--- src/rtl/capture_sequencer.sv ---
// Single-shot acquisition sequencer: fills a circular sample RAM around a level/edge
// trigger (or a timeout), freezes it, then walks the read address from the oldest sample.
module capture_sequencer #(
  parameter int DEPTH   = 1024,
  parameter int AW      = 10,
  parameter int TIMEOUT = 500000
) (
  input  logic          osc_clk,
  input  logic          reset,
  input  logic          arm,
  input  logic          continuous,
  input  logic [7:0]    trig_level,
  input  logic          trig_rising,
  input  logic [AW-1:0] pre_count,
  input  logic          sample_valid,
  input  logic [7:0]    sample_data,
  input  logic          rd_step,
  output logic          wr_en,
  output logic [AW-1:0] wr_addr,
  output logic [7:0]    wr_data,
  output logic [AW-1:0] rd_addr,
  output logic          buf_ready,
  output logic          capturing,
  output logic [AW-1:0] trig_addr,
  output logic          auto_trig,
  output logic [2:0]    state_dbg
);

  typedef enum logic [2:0] {
    S_IDLE    = 3'd0,
    S_PRETRIG = 3'd1,
    S_ARMED   = 3'd2,
    S_POST    = 3'd3,
    S_READOUT = 3'd4
  } state_t;

  localparam int            TW      = (TIMEOUT > 1) ? $clog2(TIMEOUT + 1) : 1;
  localparam logic [TW-1:0] TMO_MAX = TW'(TIMEOUT);
  localparam logic [AW-1:0] LAST    = AW'(DEPTH - 1);

  state_t        state, state_nxt;
  logic [AW-1:0] wr_ptr, pre_cnt, post_cnt, rd_cnt, rd_addr_q, trig_addr_q, pre_q;
  logic [TW-1:0] tmo;
  logic          force_q, first_q, auto_q, rising_q;
  logic [7:0]    prev_q, level_q;

  // Strobes (arm, sample_valid, rd_step) are single-cycle, accepted on the edge they are
  // high for, with no backpressure; outside the states that use them they are dropped.
  logic          cap_st, wr_fire, crossing, force_now, trig_fire, rd_fire, rd_last, start;
  logic          enter_ro;
  logic [7:0]    prev_eff;
  logic [AW-1:0] post_init, rd_base;

  assign cap_st    = (state == S_PRETRIG) || (state == S_ARMED) || (state == S_POST);
  assign wr_fire   = sample_valid && cap_st;
  // The first sample of a capture has no predecessor, so it is compared with itself.
  assign prev_eff  = first_q ? sample_data : prev_q;
  assign crossing  = rising_q ? ((prev_eff < level_q) && (sample_data >= level_q))
                              : ((prev_eff > level_q) && (sample_data <= level_q));
  assign force_now = (TIMEOUT != 0) && (force_q || (tmo == TMO_MAX));
  assign trig_fire = (state == S_ARMED) && sample_valid && (crossing || force_now);
  assign rd_fire   = (state == S_READOUT) && rd_step;
  assign rd_last   = rd_fire && (rd_cnt == LAST);
  assign start     = ((state == S_IDLE) && arm) || (rd_last && continuous);
  assign post_init = LAST - pre_q;
  assign enter_ro  = (state_nxt == S_READOUT) && (state != S_READOUT);
  assign rd_base   = trig_fire ? wr_ptr : trig_addr_q;

  always_ff @(posedge osc_clk or posedge reset) begin
    if (reset) state <= S_IDLE;
    else       state <= state_nxt;
  end

  always_comb begin
    state_nxt = state;
    case (state)
      S_IDLE:    if (arm) state_nxt = S_PRETRIG;
      S_PRETRIG: begin
        if (pre_q == '0)
          state_nxt = S_ARMED;
        else if (sample_valid && ((pre_cnt + AW'(1)) == pre_q))
          state_nxt = S_ARMED;
      end
      S_ARMED:   if (trig_fire) state_nxt = (post_init == '0) ? S_READOUT : S_POST;
      S_POST:    if (sample_valid && (post_cnt == AW'(1))) state_nxt = S_READOUT;
      S_READOUT: if (rd_last) state_nxt = continuous ? S_PRETRIG : S_IDLE;
      default:   state_nxt = S_IDLE;
    endcase
  end

  always_comb begin
    capturing = cap_st;
    buf_ready = (state == S_READOUT);
    wr_en     = wr_fire;
    wr_addr   = wr_ptr;
    wr_data   = wr_fire ? sample_data : 8'h00;
    rd_addr   = rd_addr_q;
    trig_addr = trig_addr_q;
    auto_trig = auto_q;
    state_dbg = state;
  end

  always_ff @(posedge osc_clk or posedge reset) begin
    if (reset) begin
      level_q  <= '0;
      rising_q <= 1'b0;
      pre_q    <= '0;
      wr_ptr   <= '0;
      pre_cnt  <= '0;
      first_q  <= 1'b0;
      prev_q   <= '0;
    end else if (start) begin
      level_q  <= trig_level;
      rising_q <= trig_rising;
      pre_q    <= pre_count;
      wr_ptr   <= '0;
      pre_cnt  <= '0;
      first_q  <= 1'b1;
    end else begin
      if (wr_fire) begin
        wr_ptr  <= wr_ptr + AW'(1);
        prev_q  <= sample_data;
        first_q <= 1'b0;
      end
      if ((state == S_PRETRIG) && sample_valid) pre_cnt <= pre_cnt + AW'(1);
    end
  end

  always_ff @(posedge osc_clk or posedge reset) begin
    if (reset) begin
      trig_addr_q <= '0;
      post_cnt    <= '0;
      auto_q      <= 1'b0;
    end else if (start) begin
      auto_q <= 1'b0;
    end else if (trig_fire) begin
      trig_addr_q <= wr_ptr;
      post_cnt    <= post_init;
      auto_q      <= !crossing;
    end else if ((state == S_POST) && sample_valid) begin
      post_cnt <= post_cnt - AW'(1);
    end
  end

  // Timeout only runs while ARMED; it saturates so force stays latched.
  always_ff @(posedge osc_clk or posedge reset) begin
    if (reset) begin
      tmo     <= '0;
      force_q <= 1'b0;
    end else if (state != S_ARMED) begin
      tmo     <= '0;
      force_q <= 1'b0;
    end else begin
      if (tmo != TMO_MAX) tmo <= tmo + TW'(1);
      if ((TIMEOUT != 0) && (tmo == TMO_MAX)) force_q <= 1'b1;
    end
  end

  always_ff @(posedge osc_clk or posedge reset) begin
    if (reset) begin
      rd_addr_q <= '0;
      rd_cnt    <= '0;
    end else if (enter_ro) begin
      rd_addr_q <= rd_base - pre_q;
      rd_cnt    <= '0;
    end else if (rd_fire) begin
      rd_addr_q <= rd_addr_q + AW'(1);
      rd_cnt    <= rd_cnt + AW'(1);
    end
  end

endmodule

--- config.mk ---
export PLATFORM = sky130hd
export DESIGN_NAME = capture_sequencer
export DESIGN_NICKNAME = d
export VERILOG_FILES = /design/src/rtl/capture_sequencer.sv
export SDC_FILE = /design/constraint.sdc
export NUM_CORES = 1
export LEC_CHECK = 0
export ABC_AREA = 1
export BUFFER_PORTS_ARGS = -buffer_cell sky130_fd_sc_hd__clkbuf_2
export CORE_ASPECT_RATIO = 1.4
export CORE_MARGIN = 8
export CORE_UTILIZATION = 48
export CTS_CLUSTER_SIZE = 12
export DETAILED_ROUTE_END_ITERATION = 7
export PLACE_DENSITY = 0.74
export SETUP_SLACK_MARGIN = 0.05
export SLEW_MARGIN = 10
export SYNTH_ARGS = -nofsm -noshare
export SYNTH_HDL_FRONTEND = slang
export SYNTH_SLANG_ARGS = --single-unit
--- constraint.sdc ---
create_clock -name osc_clk -period 6.23 [get_ports osc_clk]
set_input_delay 0.3115 -clock osc_clk [delete_from_list [all_inputs] [get_ports osc_clk]]
set_output_delay 0.3115 -clock osc_clk [all_outputs]
set_load 0.02 [all_outputs]
Yosys cells after proc, flatten, opt, wreduce, memory -nomap -nowiden
Index checks and enable logic that the tools add are counted.
- output and inout bits: 45
- word-level logic and storage cells: 103
- input bits: 33
- bits in registers: 112
- magnitude comparators: 4
- equality and inequality tests: 12
- multiplexer cells: 31
- bitwise logic cells: 1
- $add $sub $neg: 8
- reduce and logical (&&, ||, !) cells: 32
- operator list (cell ; count):
    2-to-1 mux 10 bit ; 11
    adder 10 x 1 -> 10 bit, second input constant ; 4
    2-to-1 mux 19 bit ; 2
    2-to-1 mux 3 bit ; 7
    zero test 10 bit ; 2
    adder 19 x 1 -> 19 bit, second input constant ; 1
    equality test 19 bit, second input constant ; 1
    inequality test 19 bit, second input constant ; 1
    2-to-1 mux 8 bit ; 2
    one-hot mux 3 bit (5 select lines) ; 1
    logical AND 1 bit ; 14
    nonzero test 2 bit ; 7
    equality test 10 x 1 -> 1 bit, second input constant ; 1
    equality test 10 bit ; 1
    equality test 10 bit, second input constant ; 1
    subtractor 10 x 1 -> 10 bit, second input constant ; 1
    subtractor 10 bit ; 1
    subtractor 10 bit, first input constant ; 1
    >= comparator 8 bit ; 1
    > comparator 8 bit ; 1
    <= comparator 8 bit ; 1
    < comparator 8 bit ; 1
    2-to-1 mux 1 bit ; 8
    equality test 3 x 2 -> 1 bit, second input constant ; 2
    other kinds (9) ; 15

Logic depth before layout (Yosys ltp)
- depth after elaboration: 11
- depth in mapped cells: 32
- gate-level depth less buffers: 31

Worst setup path after synthesis
OpenSTA, ideal clock, no wires.
- kind: register to register
- from: register first_q
- to: register rd_addr_q[8], in the netlist rd_addr[8]
- arrival time: 3466 ps
- cell stages (with the launch flop): 26
- required time: 6113 ps
- buffers on the path: 1
- slack: 2647 ps
- cell sequence: dfrtp_1 inv_1 clkbuf_1 o21ai_0 ha_1 a21oi_1 nor2_1 nor2_1 nand2_1 nor2_1 nand2_1 nand3_4 nand2_4 or2_2 o21ai_2 ha_1 inv_1 fa_1 nand3_1 nand2_1 nand2_1 o211a_1 xor2_1 nand2_1 nand2_1 nand2_1
- cells in the longest elaborated chain, start to end: 11
- elaborated cells on any way between the ends: 16
- classes of those cells: add/sub: 1; order compare: 2; eq/ne: 1; mux: 6; reduce/logical: 6
- ends and longest elaborated chain (item ; line ; source):
    from (decl) ; 44 ; logic force_q, first_q, auto_q, rising_q;
    from (signal assigned) ; 110 ; first_q <= 1'b0;
    from (signal assigned) ; 118 ; first_q <= 1'b1;
    from (signal assigned) ; 123 ; first_q <= 1'b0;
    2-to-1 mux 8 bit (*) ; 57 ; assign prev_eff = first_q ? sample_data : prev_q;
    > comparator 8 bit / < comparator 8 bit (equally long branches) ; 59, 58 ;
    logical AND 1 bit (on tied branches) ; 59, 58 ;
    2-to-1 mux 1 bit (*) ; 58 ; assign crossing = rising_q ? ((prev_eff < level_q) && (sample_data >= level_q))
    logical OR 1 bit (*) ; 61 ; assign trig_fire = (state == S_ARMED) && sample_valid && (crossing || force_now);
    logical AND 1 bit (*) ; 61 ;
    branches (longest 5 deep; another with subtractor 10 bit) ; -- ;
    to (signal assigned) ; 164 ; rd_addr_q <= rd_base - pre_q;
    to (signal assigned) ; 167 ; rd_addr_q <= rd_addr_q + AW'(1);
    to (decl) ; 42 ; logic [AW-1:0] wr_ptr, pre_cnt, post_cnt, rd_cnt, rd_addr_q, trig_addr_q, pre_q;
Mark *: on every way between the ends.
A chain may end at the register's enable or synchronous reset.

Worst setup path in the final report
- from: register first_q
- to: register rd_addr_q[6], in the netlist rd_addr[6]
Same word-level chain as after synthesis.

==> metrics.txt <==
status finished clean; Clk pin slew, worst setup/hold paths roughly 80 ps; Core Footprint around 14000 um2; critical path arrival 4320 ps; Hold/Removal Path Class in -> async; initial antenna violation count 0; Port Buf Inserts 77; final non-filler cell total 1133; Post-Route Skew ~11 ps; max cap viols 0; Worst Path Max Fanout 37; worst slew pin tran about 800 ps; Layout Nets around 1000; yosys warns 0; flops & latches, synth between 100 and 150; max-slew violation count 0; wire length on met2 between 7000 and 8000 um; VDD IR max about 230 uV; Pwr Total around 0.0034 W; largest net degree at the start of global routing between 60 and 70; Static Leak ~3.8 nW; P_int between 0.0015 and 0.002 W; Synth Instances 867; cell area after synthesis ~7000 um2; RSZ-0062 raised after global routing no; Final Critical Period just over 4000 ps; # rows between 50 and 60; share of layout cells above drive strength 1 18.2%; # diodes 0; post-DR wirelength/cell 14.2 um; Post-DP Area roughly 7400 um2; Syn-to-layout area delta 11.8%; EDFF count, synth 0; number of global-route vias before repair roughly 5800; htree depth 3; Setup WS post-layout roughly 2200 ps; Num Clock Sinks 112; Pwr per Cell Area ~440 nW/um2; Comb power frac between 40% and 50%; Detailed Route Iter0 Violations 280; ANT nets after route 0; Clk pwr share roughly 18%; Bufs on Longest Clock Path 2; Fmax achieved 0.248 GHz; Pre-Repair DR Iteration Count 5; Tot GR Track Use 18.0%; worst-path cell chain inv_1, o21ai_0, ha_1, a21oi_1, nor2_1, nor2_1, nand2_1, nor2_1, nand2_1, nand3_4, nand2_4, or2_2, o21ai_2, ha_1, inv_1, fa_1, nand3_1, nand2_1, a21oi_1, o21ai_0, xor2_1, nand2_1, a21oi_1; Ports 78; Psw ~0.0016 W; GRT Residual Overflow 0; Critical Path Slowest Stage Cell dfrtp_1; Syn Area/Cell 7.99 um2; setup TNS 0 ps; post_cts resized 0; most common cell after layout, fill and taps aside nand2_1; Die Area 18600 um2; Finish-stage setup viols 0; Worst EP required 6510 ps; via count roughly 5900; sequential power share between 30% and 40%; Setup Crit Path Kind reg -> reg; met1 wire length between 7000 and 8000 um; CTS buffer count 9; asr flop ratio synth between 90% and 100%; max incr delay on CP about 420 ps; post-placement cell count 1117; Root Buffer clkbuf_16; most frequent CP cell nand2_1; Final period util 64.8%; Post-synth top flop dfrtp_1; DR DRC count 0; cts hold-fix bufs 0; worst skew pair latency roughly 360 ps; CP startpoint kind register; pre-CTS setup slack about 2200 ps; Die H 158 um; reg2reg start first_q; CTS tree done; sequential-to-total area share from yosys stat roughly two fifths; most frequent cells in the layout nand2_1 (191), dfrtp_1 (112), inv_1 (102); Netlist cell types 54; Worst setup EP type register; Setup Buffers After CTS 0; Slew HR around 47%; CP Launch Point first_q; Chip Width ~120 um; endpoints failing hold 0; Reg2Reg Setup Slack ~2200 ps; WL final 16100 um; Initial Utilization 48.4%; wire length of the first global-routing pass 27600 um; Highest Signal Layer met4; fin area approximately 7700 um2; sw frac 45.7%; gpl congestion 0.870; syn nets around 930; WL met3 around 650 um; hpwl dp between 10000 and 15000 um; Vias/cell between 5 and 6
logic make-up (layout without fill, tap and decap cells):
logic type,count (synthesis),after routing,synth area share [%]
buffers and inverters,130,207,8.00
DFF,112,112,40.4
adders and majority gates,34,34,6.25
AOI/OAI and AO/OA,153,153,12.7
xor gates and xnor gates,38,38,4.80
and+or+nand+nor,400,400,27.8
per-stage QoR:
step                      hold slack [ps]  utilization, %
after floorplan                       420               -
after global placement                466            52.0
after detailed placement              477            52.0
after CTS                             133            54.1
after global routing                  165            54.1
final                                 106            54.1
cell type report:
cell class                 instances  area (um2)
timing repair buffer              79         400
clock inverter                     7        87.6
inverter                         112         423
multi-input combinational        625        3570
clock buffer                       9         225
tap                              189         236
fill                            1381        6560
sequential                       112        2800
worst max-delay path: cells and delay by family, from the launching register on:
family | cells | cell delay [ps]
flops | 1 | 420
buf+inv | 2 | 340
simple gates | 11 | 1360
xor+xnor | 1 | 140
compound gates | 6 | 770
fa+ha+maj | 3 | 900
registers in the layout (all words and copies together), names as in the netlist, 10 cells and up:
register / cells
post_cnt: 10
rd_cnt: 10
pre_cnt: 10
trig_addr: 10
tmo: 19
rd_addr: 10
wr_addr: 10
pre_q: 10
power groups by stage:
stage	registers, W	clock network [W]	logic (W)
5_1_grt	0.00119	0.000650	0.00193
4_1_cts	0.00115	0.000622	0.00170
3_5_place_dp	0.00116	0	0.00168
3_3_place_gp	0.00116	0	0.00165
2_1_floorplan	0.00119	0	0.00125
6_report	0.00115	0.000609	0.00168
per-layer routing:
metal / track usage (%) / up-vias
met1: 22.2 / 2739
met4: 8.02 / 0
li1: - / 2979
met2: 30.4 / 120
met3: 3.21 / 30
met5: 0 / -
final timing paths:
check / endpoint / cells after the start
max in group asynchronous: pre_q[8] / 3
hold reg to reg: prev_q[3] / 2
setup / recovery: rd_addr[6] / 23
min in group osc_clk: level_q[0] / 3
setup reg to reg: rd_addr[6] / 23
hold / removal: state_dbg[2] / 2
synth_stat cells (5+ instances only):
cell        n  area (um2)
a21oi_1    31         155
clkbuf_1    5        18.8
dfrtp_1   112        2800
ha_1       33         413
inv_1     103         387
inv_2       7        26.3
nand2_1   191         717
nand2_2    17         106
nand3_1    42         210
nand4_1    10        62.6
nor2_1     77         289
nor2_2     10        62.6
nor3_1     13        65.1
nor3b_1     7        52.6
o21ai_0    71         355
o21ai_1    14        70.1
o21ai_2    15         131
o22ai_1     6        37.5
xnor2_1    11        96.3
xor2_1     27         236
Note: power is estimated with default switching activity, not from simulation.
